**src/rtl/ov5640_sccb_responder.sv**
```systemverilog
// SCCB camera-side responder: decodes 16-bit-address register writes and
// reads on an oversampled SCL/SDA pair, serving reads from an external model.
module ov5640_sccb_responder #(
   parameter logic [7:0] DEVICE_ID = 8'h78,
   parameter int         FILT_LEN  = 3
) (
   input  logic        clk,
   input  logic        rst_n,
   input  logic        scl_i,
   input  logic        sda_i,
   output logic        sda_oe,
   output logic        wr_valid,
   output logic [15:0] wr_addr,
   output logic [7:0]  wr_data,
   output logic [15:0] rd_addr,
   input  logic [7:0]  rd_data,
   output logic        busy,
   output logic        err_nack
);
   typedef enum logic [2:0] {IDLE, ID, ADH, ADL, WR, RD, IGNORE} state_t;
   localparam logic [2:0] FMAX = 3'(FILT_LEN - 1);

   logic [1:0] scl_s, sda_s;
   logic [2:0] scl_c, sda_c;
   logic       scl_f, sda_f, scl_q, sda_q;

   // A level is accepted only after FILT_LEN consecutive differing samples
   always_ff @(posedge clk) begin
      if (!rst_n) begin
         scl_s <= 2'b11;
         sda_s <= 2'b11;
         scl_c <= '0;
         sda_c <= '0;
         scl_f <= 1'b1;
         sda_f <= 1'b1;
         scl_q <= 1'b1;
         sda_q <= 1'b1;
      end else begin
         scl_s <= {scl_s[0], scl_i};
         sda_s <= {sda_s[0], sda_i};
         scl_q <= scl_f;
         sda_q <= sda_f;
         if (scl_s[1] == scl_f) begin
            scl_c <= '0;
         end else if (scl_c == FMAX) begin
            scl_f <= scl_s[1];
            scl_c <= '0;
         end else begin
            scl_c <= scl_c + 3'd1;
         end
         if (sda_s[1] == sda_f) begin
            sda_c <= '0;
         end else if (sda_c == FMAX) begin
            sda_f <= sda_s[1];
            sda_c <= '0;
         end else begin
            sda_c <= sda_c + 3'd1;
         end
      end
   end

   logic scl_rise, scl_fall, start_c, stop_c;
   assign scl_rise = scl_f & ~scl_q;
   assign scl_fall = ~scl_f & scl_q;
   assign start_c  = scl_f & scl_q & sda_q & ~sda_f;
   assign stop_c   = scl_f & scl_q & ~sda_q & sda_f;

   state_t      state;
   logic [3:0]  bitcnt;
   logic [6:0]  shreg;
   logic [7:0]  addr_hi;
   logic [15:0] ptr;
   logic        ack_pend, in_ack, load, mack;
   logic [7:0]  rx_byte;
   logic        rx_state;

   assign rx_byte  = {shreg, sda_f};
   assign rx_state = (state == ID) || (state == ADH) ||
                     (state == ADL) || (state == WR);

   always_ff @(posedge clk) begin
      if (!rst_n) begin
         state    <= IDLE;
         bitcnt   <= '0;
         shreg    <= '0;
         addr_hi  <= '0;
         ptr      <= '0;
         ack_pend <= 1'b0;
         in_ack   <= 1'b0;
         load     <= 1'b0;
         mack     <= 1'b0;
         sda_oe   <= 1'b0;
         wr_valid <= 1'b0;
         wr_addr  <= '0;
         wr_data  <= '0;
         rd_addr  <= '0;
         busy     <= 1'b0;
         err_nack <= 1'b0;
      end else begin
         wr_valid <= 1'b0;
         if (start_c || stop_c) begin
            busy     <= start_c;
            state    <= start_c ? ID : IDLE;
            bitcnt   <= '0;
            sda_oe   <= 1'b0;
            ack_pend <= 1'b0;
            in_ack   <= 1'b0;
            load     <= 1'b0;
            mack     <= 1'b0;
         end else if (scl_rise) begin
            if (rx_state && !in_ack) begin
               shreg  <= rx_byte[6:0];
               bitcnt <= bitcnt + 4'd1;
               if (bitcnt == 4'd7) begin
                  bitcnt   <= '0;
                  ack_pend <= 1'b1;
                  case (state)
                     ID: begin
                        if (rx_byte[7:1] == DEVICE_ID[7:1]) begin
                           state <= rx_byte[0] ? RD : ADH;
                           if (rx_byte[0]) rd_addr <= ptr;
                        end else begin
                           ack_pend <= 1'b0;
                           err_nack <= 1'b1;
                           state    <= IGNORE;
                        end
                     end
                     ADH: begin
                        addr_hi <= rx_byte;
                        state   <= ADL;
                     end
                     ADL: begin
                        ptr   <= {addr_hi, rx_byte};
                        state <= WR;
                     end
                     default: begin
                        wr_valid <= 1'b1;
                        wr_addr  <= ptr;
                        wr_data  <= rx_byte;
                        ptr      <= ptr + 16'd1;
                     end
                  endcase
               end
            end else if (state == RD && mack) begin
               // Master acknowledge slot after a read byte
               mack <= 1'b0;
               if (!sda_f) begin
                  ptr     <= ptr + 16'd1;
                  rd_addr <= ptr + 16'd1;
                  load    <= 1'b1;
               end else begin
                  state <= IGNORE;
               end
            end
         end else if (scl_fall) begin
            if (ack_pend) begin
               sda_oe   <= 1'b1;
               ack_pend <= 1'b0;
               in_ack   <= 1'b1;
            end else if (in_ack || load) begin
               in_ack <= 1'b0;
               load   <= 1'b0;
               if (state == RD) begin
                  shreg  <= rd_data[6:0];
                  sda_oe <= ~rd_data[7];
                  bitcnt <= 4'd1;
               end else begin
                  sda_oe <= 1'b0;
               end
            end else if (state == RD && !mack) begin
               if (bitcnt == 4'd8) begin
                  sda_oe <= 1'b0;
                  mack   <= 1'b1;
               end else begin
                  sda_oe <= ~shreg[6];
                  shreg  <= {shreg[5:0], 1'b0};
                  bitcnt <= bitcnt + 4'd1;
               end
            end
         end
      end
   end
endmodule
```
**config.mk**
```make
export PLATFORM = sky130hd
export DESIGN_NAME = ov5640_sccb_responder
export DESIGN_NICKNAME = d
export VERILOG_FILES = /design/src/rtl/ov5640_sccb_responder.sv
export SDC_FILE = /design/constraint.sdc
export NUM_CORES = 1
export LEC_CHECK = 0
export ABC_AREA = 1
export BUFFER_PORTS_ARGS = -buffer_cell sky130_fd_sc_hd__buf_2
export CELL_PAD_IN_SITES_DETAIL_PLACEMENT = 0
export CELL_PAD_IN_SITES_GLOBAL_PLACEMENT = 1
export CORE_AREA = 5 5 118 120
export DETAILED_ROUTE_END_ITERATION = 10
export DIE_AREA = 0 0 123 125
export PLACE_DENSITY_LB_ADDON = 0.1
export SLEW_MARGIN = 20
export SYNTH_ARGS = -nofsm -noshare
export SYNTH_HDL_FRONTEND = slang
export SYNTH_SLANG_ARGS = --single-unit
export TNS_END_PERCENT = 5
```
**constraint.sdc**
```tcl
create_clock -name clk -period 3.01 [get_ports clk]
set_input_delay 0.1505 -clock clk [delete_from_list [all_inputs] [get_ports clk]]
set_output_delay 0.1505 -clock clk [all_outputs]
set_load 0.02 [all_outputs]
```
==> out/qor.yml, run 1 <==
start_kind: "flop"
wl_per_cell_microns: 14.2
placed_cell_area_sq_um: 5370
cts_sinks: 100
yosysTopAreaCellShare_pct: 40.2
drtIter0Drc: 310
endpoint_kind: "flop"
design_area_sq_um: 5710
initial_core_util_pct: 38.6
min_period_over_period_pct: 79.6
met3_length_microns: 719
track_usage_pct: 17.9
final_nets: 789
grt_pass1_vias: 4334
finalSetupViolCount: 0
fin_tns_setup_ps: 0
ir_drop_mv: 0.417
worst_pin_slew_ps: 792
cts.htree.levels: 3
antenna_found_initial: 0
reg2reg_depth: 12
synth_seq_cells: 100
finalMaxSlewViolations: 0
fin_crit_ps: 2400
gr-total-overflow: 0
place_congestion: 0.863
max_slew_margin_pct: 47.0
leakagePower_nw: 2.41
insertion_delay_ps: 350
multiInputGateArea_sq_um: 2590
final_common_cell: "nand2_1"
hold_class: "primary input to flop"
finalHoldViolCount: 0
synth_area_leader_cell: "dfxtp_1"
highest-signal-layer: "met4"
cts_tree: "built"
fp-row-count: 42
firstDrtPassIters: 5
async_flop_share_pct: 0
die_area_sq_um: 15400
drive_gt1_share_pct: 14.7
r2r_slack_ps: 610
required_ps: 3260
synth_edf_count: 0
wl_met1_microns: 6970
grt_pass1_wl_microns: 22100
crit_type: "flop to flop"
n_antenna_cell: 0
grt_max_degree: 55
cts_inserted_buffers: 9
avgViaCountPerCell: 4.97
worstSetupEndpoint: "ptr[15]$_SDFFE_PN0P_"
io_buffer_count: 55
post_cts_buffers: 0
critical_path.max_fanout: 24
yosysWarnings: 0
root_buffer: "clkbuf_16"
critical_path_arrival_ps: 2640
io_pins: 56
drv_cap: 0
remaining_drc_errors: 0
die_height_microns: 125
rsz0062_at_grt: "false"
num_vias: 4702
synth_cells: 723
r2r-start: "state[0]$_SDFFE_PN0P_"
synth_top_flop_cell: "dfxtp_1"
dp_hpwl_microns: 9840
fillers: 1387
mostFrequentLayoutCells: "nand2_1 (155), nor2_1 (108), dfxtp_1 (100), a21oi_1 (82), o21ai_0 (69)"
routed_wl_microns: 13400
fp.dieW_microns: 123
r2r_end: "ptr[15]$_SDFFE_PN0P_"
startpoint: "state[0]$_SDFFE_PN0P_"
p_per_area_nw_per_um2: 466
clock_path_buffers: 2
seq_area_sq_um: 2000
fin_skew_ps: 8.47
min_from: "rd_data[7]"
fmax_ghz: 0.417
synth_area_per_cell_sq_um: 6.88
synth_area_leaders: "dfxtp_1 (40%), nand2_1 (12%), a21oi_1 (8.2%), nor2_1 (8.1%), o21ai_0 (6.9%)"
outcome: "completed"
netlist_area_sq_um: 4980
ys_types: 36
area_growth_pct: 14.8
wl_met2_microns: 5510
core_sq_um: 12900
cts.clk_slew.worst_paths_ps: 70
ant_nets: 0
syn-num-nets: 746
seq_area_frac_synth_pct: 40.2
[worst max-delay path, cell delays in order (launching register included)]
cell and delay (ps):
dfxtp_1 490, o21ai_2 140, nand2_2 120, nand2_4 200, ha_1 260, inv_1 50
nand4_1 100, nor2_1 220, nand2_2 240, inv_4 240, nand2_1 80, nor2_1 110
nor2_1 40
[state kept, by name (all words and copies together) (netlist names), 2 cells and up]
signal	flops
addr_hi	8
bitcnt	4
ptr	16
rd_addr	16
scl_c	3
scl_s	2
sda_c	3
sda_s	2
shreg	7
state	3
wr_addr	16
wr_data	8
[per-stage QoR]
stage | instances | setup WS (ps) | total power [mW] | utilization, % | hold WS [ps]
2_1_floorplan | 723 | 1020 | 1.40 | - | 257
3_3_place_gp | 929 | 649 | 1.43 | 41.7 | 337
3_5_place_dp | 929 | 629 | 1.43 | 41.7 | 339
4_1_cts | 946 | 619 | 2.69 | 44.4 | 107
5_1_grt | 946 | 325 | 2.75 | 44.4 | 131
6_report | 946 | 614 | 2.66 | 44.4 | 122
[metal layers]
metal | global-route usage [%] | vias to the layer above
li1 | - | 2441
met1 | 27.3 | 2118
met2 | 25.2 | 127
met3 | 2.98 | 16
met4 | 6.25 | 0
met5 | 0 | -
[cell families after synthesis]
kind of cell	Yosys count	share of synthesized area, %
flops	100	40.2
simple gates	345	30.7
buf+inv	92	7.72
compound gates	166	17.0
xor+xnor	9	1.58
fa+ha+maj	11	2.77
[area by class of cell]
cell class / instances / share of cell area, %
Sequential cell: 100 / 35.1
Clock buffer: 9 / 3.94
Timing Repair Buffer: 64 / 6.09
Clock inverter: 6 / 1.67
Tap cell: 176 / 3.86
Inverter: 60 / 4.03
Multi-Input combinational cell: 531 / 45.4
[report_power, final]
part	leakage, nW	switching, mW	internal [mW]
Clock	0.157	0.531	0.735
Combinational	1.45	0.0481	0.0217
Sequential	0.806	0.00242	1.33
[timing repair]
item | 4_1_cts | 5_1_grt
endpoints found under the hold margin | 2 | 0
hold buffers | 2 | 0
gates resized for setup | 0 | 0
[Yosys cell counts, types with 2 or more instances]
| cell type | number |
|---|---|
| nand2_1 | 155 |
| xor2_1 | 6 |
| xnor2_1 | 3 |
| inv_2 | 8 |
| o21ai_1 | 8 |
| buf_4 | 4 |
| o211ai_1 | 2 |
| buf_2 | 9 |
| nand2_2 | 3 |
| o21ai_0 | 69 |
| ha_1 | 11 |
| clkinv_1 | 2 |
| or2_2 | 5 |
| nor2_1 | 108 |
| nor2_2 | 4 |
| nand2_4 | 3 |
| a21oi_1 | 82 |
| nand3_1 | 37 |
| nor3_1 | 7 |
| dfxtp_1 | 100 |
| nand4_1 | 12 |
| clkbuf_1 | 18 |
| nand3_2 | 5 |
| inv_4 | 2 |
| a31oi_1 | 2 |
| inv_1 | 48 |
[worst min-delay path by stage]
stage	end	slack [ps]	cells after the start
after CTS	sda_oe$_SDFFE_PP0P_	110	3
final	sda_oe$_SDFFE_PP0P_	120	3
after detailed placement	scl_s[0]$_SDFF_PN1_	340	2
after global placement	scl_s[0]$_SDFF_PN1_	340	2
after floorplan	scl_s[0]$_SDFF_PN1_	260	1
after global routing	sda_oe$_SDFFE_PP0P_	130	3
Note: power is estimated with default switching activity, not from simulation.
==> run 2, diff against run 1 <==
Clock period 3.01 ns to 2.4 ns, I/O delays scaled along.
==> out/qor.yml, run 2 (synthesis gave the netlist of run 1 again) <==
combPwrFrac_pct: 2.8  # +0.2 points
clock_path_buffers: 2  # unchanged
top_regs: "ptr x16, rd_addr x16, wr_addr x16"
wl_per_cell_microns: 14.5  # +2.0%
routed_wl_microns: 13800  # +2.7%
p_sw_mw: 0.742  # +28%
io_pins: 56  # unchanged
n_antenna_cell: 0  # unchanged
final_common_cell: "nand2_1"
die_area_sq_um: 15400  # unchanged
root_buffer: "clkbuf_16"
final_nets: 796  # +0.89%
crit_type: "flop to flop"
min_from: "rd_data[7]"
finalMaxSlewViolations: 0  # unchanged
fp-row-count: 42  # unchanged
finalHoldViolCount: 0  # unchanged
endpoint_kind: "flop"
min_period_over_period_pct: 88.6  # +9.0 points
start_kind: "flop"
finalSetupViolCount: 0  # unchanged
dp_hpwl_microns: 10300  # +5.1%
critical_path_arrival_ps: 2350  # -290 ps
leakagePower_nw: 2.43  # +0.81%
switching_share_pct: 22.8  # +1.0 points
outcome: "completed"
track_usage_pct: 17.9  # +0.025 points
ant_nets: 0  # unchanged
insertion_delay_ps: 350  # about the same
holdPathStages: 3  # unchanged
io_buffer_count: 55  # unchanged
reg2reg_depth: 10  # -2
fin_skew_ps: 10.6  # +2.18 ps
max_slew_margin_pct: 62.8  # +16 points
gr-total-overflow: 0  # unchanged
fp.dieW_microns: 123  # unchanged
crit_family: "simple AND/OR/NAND/NOR gates"
grt_pass1_vias: 4312  # -0.51%
firstDrtPassIters: 5  # unchanged
crit_chain: "ha_2 -> inv_1 -> nand2_1 -> nand2_1 -> a21oi_1 -> nand3_2 -> inv_2 -> nand2_1 -> nand2_1 -> a21oi_1"
remaining_drc_errors: 0  # unchanged
cts_sinks: 100  # unchanged
cp_num_buf_inv: 2  # unchanged
cts_tree: "built"
cp_slowest_stage_delay_ps: 390  # -100 ps
r2r_slack_ps: 270  # -340 ps
cts.htree.levels: 3  # unchanged
mostFrequentLayoutCells: "nand2_1 (155), nor2_1 (108), dfxtp_1 (99), a21oi_1 (82), o21ai_0 (69)"
die_height_microns: 125  # unchanged
required_ps: 2620  # -640 ps
rsz0062_at_grt: "false"
grt_max_degree: 55  # unchanged
ir_drop_mv: 0.387  # -7.0%
area_growth_pct: 15.7
p_int_mw: 2.51  # +20%
p_clk_share_pct: 46.0  # -1.5 points
fin_cells: 953  # +0.74%
worst_hold_path.endpoint: "sda_oe$_SDFFE_PP0P_"
crit_slowest_cell: "dfxtp_1"
design_area_sq_um: 5760  # +0.83%
fin_crit_ps: 2130  # -270 ps
place_congestion: 0.874  # +1.3%
startpoint: "scl_f$_SDFFE_PN1P_"
placed_cell_area_sq_um: 5440  # +1.2%
cts_inserted_buffers: 9  # unchanged
grt_pass1_wl_microns: 22000  # -0.69%
cts.clk_slew.worst_paths_ps: 60  # about the same
hold_class: "primary input to flop"
initial_core_util_pct: 38.6  # unchanged
antenna_found_initial: 0  # unchanged
critical_path.max_fanout: 12  # -50%
drtIter0Drc: 362  # +17%
r2r_end: "shreg[3]$_SDFFE_PN0P_"
seq_power_share_pct: 51.2  # +1.3 points
utilization_pct: 44.7  # +0.37 points
num_vias: 4787  # +1.8%
crit_path_frequent_cell: "nand2_1"
dp_cells: 936  # +0.75%
p_per_area_nw_per_um2: 565  # +21%
drive_gt1_share_pct: 15.7  # +1.0 points
fmax_ghz: 0.470  # +13%
post_cts_buffers: 0  # unchanged
r2r-start: "scl_f$_SDFFE_PN1P_"
avgViaCountPerCell: 5.02  # +1.1%
fin_tns_setup_ps: 0  # unchanged
core_sq_um: 12900  # unchanged
drv_cap: 0  # unchanged
worst_pin_slew_ps: 555  # -237 ps
-- run 2: worst max path at each step --
| stage | end | depth (start not counted) |
|---|---|---|
| floorplan | ptr[12]$_SDFFE_PN0P_ | 14 |
| global placement | shreg[0]$_SDFFE_PN0P_ | 10 |
| detailed placement | shreg[2]$_SDFFE_PN0P_ | 10 |
| CTS | shreg[3]$_SDFFE_PN0P_ | 10 |
| global route | shreg[6]$_SDFFE_PN0P_ | 10 |
| finish | shreg[3]$_SDFFE_PN0P_ | 10 |
-- run 2: stage by stage --
| stage | hold slack, ps | setup WS, ps | power (mW) |
|---|---|---|---|
| after floorplan | 227 | 409 | 1.76 |
| after global placement | 306 | 110 | 1.79 |
| after detailed placement | 312 | 136 | 1.79 |
| after CTS | 80.5 | 117 | 3.29 |
| after global routing | 107 | 20.4 | 3.37 |
| final | 94.2 | 274 | 3.25 |
-- run 2: final cells by class --
type	count	area (sq um)
Clock inverter	6	73.8
Clock buffer	9	225
Inverter	60	230
Fill cell	1341	7120
Sequential cell	100	2000
Timing Repair Buffer	71	413
Multi-Input combinational cell	531	2590
Tap cell	176	220
-- run 2: per-layer routing --
| layer | global-route usage [%] | wire length, microns | vias to the layer above |
|---|---|---|---|
| met4 | 5.86 | 208 | 0 |
| li1 | - | - | 2464 |
| met3 | 2.66 | 637 | 16 |
| met1 | 27.8 | 7280 | 2183 |
| met2 | 25.2 | 5650 | 124 |
| met5 | 0 | 0 | - |
-- run 2: worst min-delay path, delay by kind of cell --
kind	cells	cell delay [ps]
buffers and inverters	1	80
AO/OA/AOI/OAI	2	190
-- run 2: what timing repair did --
item                       4_1_cts  5_1_grt
hold endpoints to repair         2        0
resized for setup                0        2
setup endpoints to repair        0       10
hold buffers                     2        0
-- run 2: power by group through the flow --
stage	Sequential (mW)	Combinational [mW]	Clock (mW)
after floorplan	1.70	0.0571	0
final	1.67	0.0898	1.49
after global routing	1.67	0.103	1.61
after global placement	1.70	0.0877	0
after detailed placement	1.70	0.0884	0
after CTS	1.67	0.0911	1.54
